### src/rtl/timer_bank_if.sv
// Configuration / status bundle for timer_bank.
// Master side (CPU / bench) drives configuration writes and acknowledges;
// slave side (timer_bank) returns tick pulses, sticky pending flags and run state.
interface timer_bank_if #(
   parameter int Channels  = 4,
   parameter int TimerBits = 32,
   parameter int ChBits    = (Channels > 1) ? $clog2(Channels) : 1
) ();
   logic                 cfg_we;
   logic [ChBits-1:0]    cfg_ch;
   logic [TimerBits-1:0] cfg_period;
   logic                 cfg_oneshot;
   logic                 cfg_enable;
   logic [Channels-1:0]  ack;
   logic [Channels-1:0]  tick;
   logic [Channels-1:0]  pending;
   logic [Channels-1:0]  running;

   modport master (
      output cfg_we, cfg_ch, cfg_period, cfg_oneshot, cfg_enable, ack,
      input  tick, pending, running
   );

   modport slave (
      input  cfg_we, cfg_ch, cfg_period, cfg_oneshot, cfg_enable, ack,
      output tick, pending, running
   );
endinterface

### src/rtl/timer_bank.sv
// timer_bank: multi-channel programmable interval timer.
// Each channel counts steps up to period-1, then expires: a one-cycle tick,
// a sticky pending flag (cleared by ack) and, in one-shot mode, self-disable.
// Periods below 2 are clamped to 2.
// Optional feature macro: TIMER_BANK_PRESCALER_EN -- when defined, counters
// step only on a free-running prescaler strobe (every PrescaleDiv clocks).
// Handshake: cfg_we is a single-cycle strobe sampled on posedge clk, no ready;
// a write to cfg_ch >= Channels is dropped. ack is a per-channel level sampled
// every edge; tick/pending/running are registered outputs.
module timer_bank #(
   parameter int Channels    = 4,
   parameter int TimerBits   = 32,
   parameter int ChBits      = (Channels > 1) ? $clog2(Channels) : 1,
   parameter int PrescaleDiv = 4
) (
   input  logic         clk,
   input  logic         res,
   timer_bank_if.slave  bus
);

   // Elaboration-time guard on parameter ranges.
   if (Channels < 1 || Channels > 16 || PrescaleDiv < 1) begin : g_param_check
      $error("timer_bank: parameter out of range");
   end

   logic [TimerBits-1:0] cnt_q    [Channels];
   logic [TimerBits-1:0] cnt_d    [Channels];
   logic [TimerBits-1:0] period_q [Channels];
   logic [TimerBits-1:0] period_d [Channels];
   logic [Channels-1:0]  oneshot_q, oneshot_d;
   logic [Channels-1:0]  enable_q,  enable_d;
   logic [Channels-1:0]  tick_q,    tick_d;
   logic [Channels-1:0]  pending_q, pending_d;
   logic                 step;

`ifdef TIMER_BANK_PRESCALER_EN
   localparam int PW = (PrescaleDiv > 1) ? $clog2(PrescaleDiv) : 1;
   logic [PW-1:0] presc_q, presc_d;

   // Free-running prescaler; only reset clears it, config writes do not.
   always_comb begin
      step    = (presc_q == PW'(PrescaleDiv - 1));
      presc_d = step ? '0 : presc_q + PW'(1);
   end

   // Prescaler register.
   always_ff @(posedge clk) begin
      if (res) presc_q <= '0;
      else     presc_q <= presc_d;
   end
`else
   assign step = 1'b1;
`endif

   // Per-channel next state: stepping, expiry, acknowledge, then config
   // write last so that a write on the expiry cycle overrides the expiry.
   always_comb begin
      logic expire;
      logic hit;
      tick_d    = '0;
      oneshot_d = oneshot_q;
      enable_d  = enable_q;
      pending_d = pending_q;
      expire    = 1'b0;
      hit       = 1'b0;
      for (int ch = 0; ch < Channels; ch++) begin
         cnt_d[ch]    = cnt_q[ch];
         period_d[ch] = period_q[ch];
         expire = step && enable_q[ch] &&
                  (cnt_q[ch] == period_q[ch] - TimerBits'(1));
         hit    = bus.cfg_we && (bus.cfg_ch == ChBits'(ch));

         if (expire) begin
            cnt_d[ch]     = '0;
            tick_d[ch]    = 1'b1;
            pending_d[ch] = 1'b1;
            if (oneshot_q[ch]) enable_d[ch] = 1'b0;
         end else begin
            if (step && enable_q[ch]) cnt_d[ch] = cnt_q[ch] + TimerBits'(1);
            if (bus.ack[ch]) pending_d[ch] = 1'b0;
         end

         if (hit) begin
            period_d[ch]  = (bus.cfg_period < TimerBits'(2)) ? TimerBits'(2)
                                                              : bus.cfg_period;
            oneshot_d[ch] = bus.cfg_oneshot;
            enable_d[ch]  = bus.cfg_enable;
            cnt_d[ch]     = '0;
            tick_d[ch]    = 1'b0;
            pending_d[ch] = bus.ack[ch] ? 1'b0 : pending_q[ch];
         end
      end
   end

   // Channel state registers; reset discards all progress.
   always_ff @(posedge clk) begin
      if (res) begin
         for (int ch = 0; ch < Channels; ch++) begin
            cnt_q[ch]    <= '0;
            period_q[ch] <= TimerBits'(2);
         end
         oneshot_q <= '0;
         enable_q  <= '0;
         tick_q    <= '0;
         pending_q <= '0;
      end else begin
         for (int ch = 0; ch < Channels; ch++) begin
            cnt_q[ch]    <= cnt_d[ch];
            period_q[ch] <= period_d[ch];
         end
         oneshot_q <= oneshot_d;
         enable_q  <= enable_d;
         tick_q    <= tick_d;
         pending_q <= pending_d;
      end
   end

   assign bus.tick    = tick_q;
   assign bus.pending = pending_q;
   assign bus.running = enable_q;

endmodule

### src/flat_wrapper.sv
// flat-port wrapper written by rule: the top's interface ports become plain ports
module timer_bank_flat 
#(
   parameter int Channels    = 4,
   parameter int TimerBits   = 32,
   parameter int ChBits      = (Channels > 1) ? $clog2(Channels) : 1,
   parameter int PrescaleDiv = 4
)
  (clk, res, bus_cfg_we, bus_cfg_ch, bus_cfg_period, bus_cfg_oneshot, bus_cfg_enable, bus_ack, bus_tick, bus_pending, bus_running);
  timer_bank_if #(.Channels(Channels), .TimerBits(TimerBits), .ChBits(ChBits)) bus_i ();
  input  logic clk;
  input  logic res;
  input wire logic [$bits(bus_i.cfg_we)-1:0] bus_cfg_we;
  input wire logic [$bits(bus_i.cfg_ch)-1:0] bus_cfg_ch;
  input wire logic [$bits(bus_i.cfg_period)-1:0] bus_cfg_period;
  input wire logic [$bits(bus_i.cfg_oneshot)-1:0] bus_cfg_oneshot;
  input wire logic [$bits(bus_i.cfg_enable)-1:0] bus_cfg_enable;
  input wire logic [$bits(bus_i.ack)-1:0] bus_ack;
  output wire logic [$bits(bus_i.tick)-1:0] bus_tick;
  output wire logic [$bits(bus_i.pending)-1:0] bus_pending;
  output wire logic [$bits(bus_i.running)-1:0] bus_running;
  assign bus_i.cfg_we = bus_cfg_we;
  assign bus_i.cfg_ch = bus_cfg_ch;
  assign bus_i.cfg_period = bus_cfg_period;
  assign bus_i.cfg_oneshot = bus_cfg_oneshot;
  assign bus_i.cfg_enable = bus_cfg_enable;
  assign bus_i.ack = bus_ack;
  assign bus_tick = bus_i.tick;
  assign bus_pending = bus_i.pending;
  assign bus_running = bus_i.running;
  timer_bank #(.Channels(Channels), .TimerBits(TimerBits), .ChBits(ChBits), .PrescaleDiv(PrescaleDiv)) u_core (.clk(clk), .res(res), .bus(bus_i));
endmodule
### config.mk
export PLATFORM = sky130hd
export DESIGN_NAME = timer_bank_flat
export DESIGN_NICKNAME = d
export VERILOG_FILES = /design/src/rtl/timer_bank_if.sv /design/src/rtl/timer_bank.sv /design/src/flat_wrapper.sv
export SDC_FILE = /design/constraint.sdc
export NUM_CORES = 1
export LEC_CHECK = 0
export BUFFER_PORTS_ARGS = -buffer_cell sky130_fd_sc_hd__buf_2
export CORE_ASPECT_RATIO = 1.25
export CORE_UTILIZATION = 60
export DETAILED_ROUTE_END_ITERATION = 8
export GPL_TIMING_DRIVEN = 0
export PLACE_DENSITY = 0.78
export SLEW_MARGIN = 20
export SYNTH_ARGS = -nofsm -noshare
export SYNTH_HDL_FRONTEND = slang
export SYNTH_SLANG_ARGS = --single-unit
### constraint.sdc
create_clock -name clk -period 4.95 [get_ports clk]
set_input_delay 0.495 -clock clk [delete_from_list [all_inputs] [get_ports clk]]
set_output_delay 0.495 -clock clk [all_outputs]
set_load 0.1 [all_outputs]
==> reports/results.ini <==
[sta]
worstMarginPinSlew_ns=0.9055
holdWs_ns=0.1464
drv_slew=0
finalWorstSetupSlack_ns=0.6941
fin_worst_skew_ns=0.01380
setup_viol_count_final=0
fin_crit_sh_pct=85.98
fin_crit_ns=4.256
setup_tns_ns=0
max_freq_mhz=235.0
final-hold-violation-count=0
rsz0062_at_grt=no
max-slew-margin-rel_pct=39.08

[place]
port_buffers=53
dp_hpwl_um=29340
dp.cells=2069
place_ws_ns=0.7557
gp_congestion=0.9133

[clock_tree]
clock_latency_ns=0.54
cts_root_buf=clkbuf_16
cts_resized=0
htree_levels=1
tritoncts=done
numCtsBuffers=28
post_cts_buffers=0
clk_pin_slew_ns=0.07
clock_sinks=272
max-clock-path-buffers=3
postCtsHoldBufs=0

[die]
die_w_um=141.7
num_rows=63
die_h_um=176.7
initial_core_util_pct=61.51
die-area_um2=25040
design.core.area_um2=23810
num_io_pins=55

[synth]
synthSimpleGateAreaFrac_pct=26.73
synth_flop_cell=dfxtp_1
synth_adder_area_share_pct=0.6836
synth_cell_types=76
netlist_instances=1691
muxShareOfSynthArea_pct=0.9912
synth_xor_area_share_pct=16.72
netlist_area_um2=14640
synth.net_count=1742
ys_ff_latch=272
yosys_warnings=0
synth-async-reset-ratio_pct=0
synth_top_family_by_area=simple AND/OR/NAND/NOR gates
avgSynthCellArea_um2=8.659
synth_top_cell_by_area=dfxtp_1
yosys-top-cells-area=dfxtp_1 37%, xnor2_1 9.2%, xor2_1 7.4%
synth-seq-area-share_pct=37.19
netlist.area_leader.share_pct=37.19
synth_edf_count=0
synth_compound_area_share_pct=14.09

[pwr]
seqPwrFrac_pct=44.7
combPwrFrac_pct=9.7
p_int_w=0.003844
p_leak_nw=5.974
p_sw_share_pct=24.65
ir_drop_mv=0.3242
fin_total_pwr_w=0.005102
power.density_nw_per_um2=312.2
clock_power_share_pct=45.5
switchingPower_w=0.001258

[global_route]
grt_start_max_net_pins=15
antenna_found_initial=0
globalRouteTotalUtil_pct=32.14
grt_pass1_vias=12510
grt_overflow=0
grt_pass1_wl_um=64150

[route]
wirelength_um=39910
first_pass_iters=7
route.vias.total=13110
drt_iter0_drc=836
viasPerCell=6.185
avgRoutedWirePerCell_um=18.82
final_antenna_net_count=0
drc=0

[worst_setup_path]
cp_data_required_time_ns=5.36
critPathArrivalTime_ns=4.67
start_kind=flop
slowest_stage=nor4_1
path_cells=nor4_1, nand3_1, or4_1, a2111oi_0, nand4_1, nor3_1, buf_2, nor3_1
crit_type=flop to flop
worst_path_most_repeated_cell=nor3_1
end_kind=flop
r2r_setup_slack_ns=0.69
critPathMaxFanout=10
critPathMaxStageDelay_ns=0.81

[layout]
drive_gt1_share_pct=8.802
area_growth_pct=11.61
n_antenna_cell=0
instances_no_fill=2120
fillers=2013
nets=1825

[job]
cap_violations=0

[run_status]
status=complete, no violations

[min_path]
hold_path_class=primary input to flop

==> power by group through the flow <==
stage	clock [W]	sequential, W	combinational [W]
detailed placement	0	0.00233	0.000483
CTS	0.00234	0.00228	0.000487
floorplan	0	0.00232	0.000333
global placement	0	0.00233	0.000475
finish	0.00232	0.00228	0.000496
global route	0.00244	0.00229	0.000535
==> synthesized netlist by cell type, types with 8 or more instances <==
cell type / instances
or2_2: 8
and3_1: 27
inv_1: 37
nor2_1: 167
nor4_1: 56
and2_1: 8
clkbuf_1: 79
ha_1: 8
a31oi_1: 11
xnor2_1: 154
nand4_1: 43
dfxtp_1: 272
and4_1: 8
nor3_2: 20
xor2_1: 123
a21oi_1: 18
nand2_1: 105
nor2b_1: 18
nor3b_1: 8
nand2b_1: 15
nand3_1: 67
a22o_1: 118
nor4b_1: 9
mux2i_1: 10
or3_1: 20
or4_1: 19
nor3_1: 97
o31ai_1: 10
o22ai_1: 9
o21ai_0: 26
==> sequential cells by signal, summed over array words and instances, names as in the netlist <==
| register | flops |
|---|---|
| u_core.cnt_q | 128 |
| u_core.oneshot_q | 4 |
| u_core.bus.running | 4 |
| u_core.bus.tick | 4 |
| u_core.bus.pending | 4 |
| u_core.period_q | 128 |
==> routing by layer <==
metal | share of wire, % | up-vias | global-route usage, %
met5 | 0 | - | 0
met4 | 3.9 | 0 | 13.49
met3 | 7.2 | 111 | 5.682
met2 | 47 | 472 | 54.89
met1 | 41 | 6229 | 39.76
li1 | - | 6301 | -
==> cells in the final DEF (no fill, tap or decap), types with 7 or more instances in the layout <==
cell type,n
dfxtp_1,272
nor2_1,167
xnor2_1,154
xor2_1,123
a22o_1,118
nand2_1,105
nor3_1,97
clkbuf_1,83
nand3_1,67
buf_2,60
nor4_1,56
nand4_1,43
inv_1,37
clkbuf_16,29
and3_1,27
o21ai_0,26
or3_1,20
nor3_2,20
or4_1,19
nor2b_1,18
a21oi_1,18
nand2b_1,15
a31oi_1,11
o31ai_1,10
mux2i_1,10
nor4b_1,9
o22ai_1,9
or2_2,8
nor3b_1,8
and4_1,8
and2_1,8
ha_1,8
a2111oi_0,7
nand4b_1,7
a211oi_1,7
clkbuf_8,7
==> metrics by stage <==
stage / util [%] / area, um2
floorplan: - / 14640
global placement: 64.33 / 15310
detailed placement: 64.33 / 15310
CTS: 68.65 / 16340
global route: 68.65 / 16340
finish: 68.65 / 16340
==> worst max-delay path: cells and delay by family (launching register included) <==
family | cells | cell delay, ns
DFF | 1 | 0.37
buffers and inverters | 1 | 0.38
AOI/OAI and AO/OA | 1 | 0.45
and+or+nand+nor | 6 | 2.91
==> cell type report <==
type                            count  area, um2  share of cell area (%)
Sequential cell                   272       5445                   33.32
Inverter                           37      138.9                  0.8498
Timing Repair Buffer               53      265.3                   1.623
Clock buffer                       40      837.1                   5.122
Multi-Input combinational cell   1289       8671                   53.05
Tap cell                          325      406.6                   2.488
Clock inverter                     11      191.4                   1.171
Buffer                             93      387.9                   2.373
==> final timing paths <==
kind / to / startpoint / depth (start not counted)
worst max register to register: u_core.cnt_q[1][25]$_SDFFE_PP0P_ / u_core.period_q[1][2]$_SDFFE_PP0P_ / 8
worst min register to register: u_core.oneshot_q[0]$_SDFFE_PP0P_ / u_core.oneshot_q[0]$_SDFFE_PP0P_ / 2
worst min-delay path: u_core.bus.pending[3]$_SDFF_PP0_ / bus_ack[3] / 2
worst max-delay path: u_core.cnt_q[1][25]$_SDFFE_PP0P_ / u_core.period_q[1][2]$_SDFFE_PP0P_ / 8
==> logic make-up after synthesis <==
kind of cell / after synthesis
buf+inv: 130
compound gates: 264
fa+ha+maj: 8
mux: 14
simple gates: 725
flops: 272
xor+xnor: 278
Note: power is estimated with default switching activity, not from simulation.
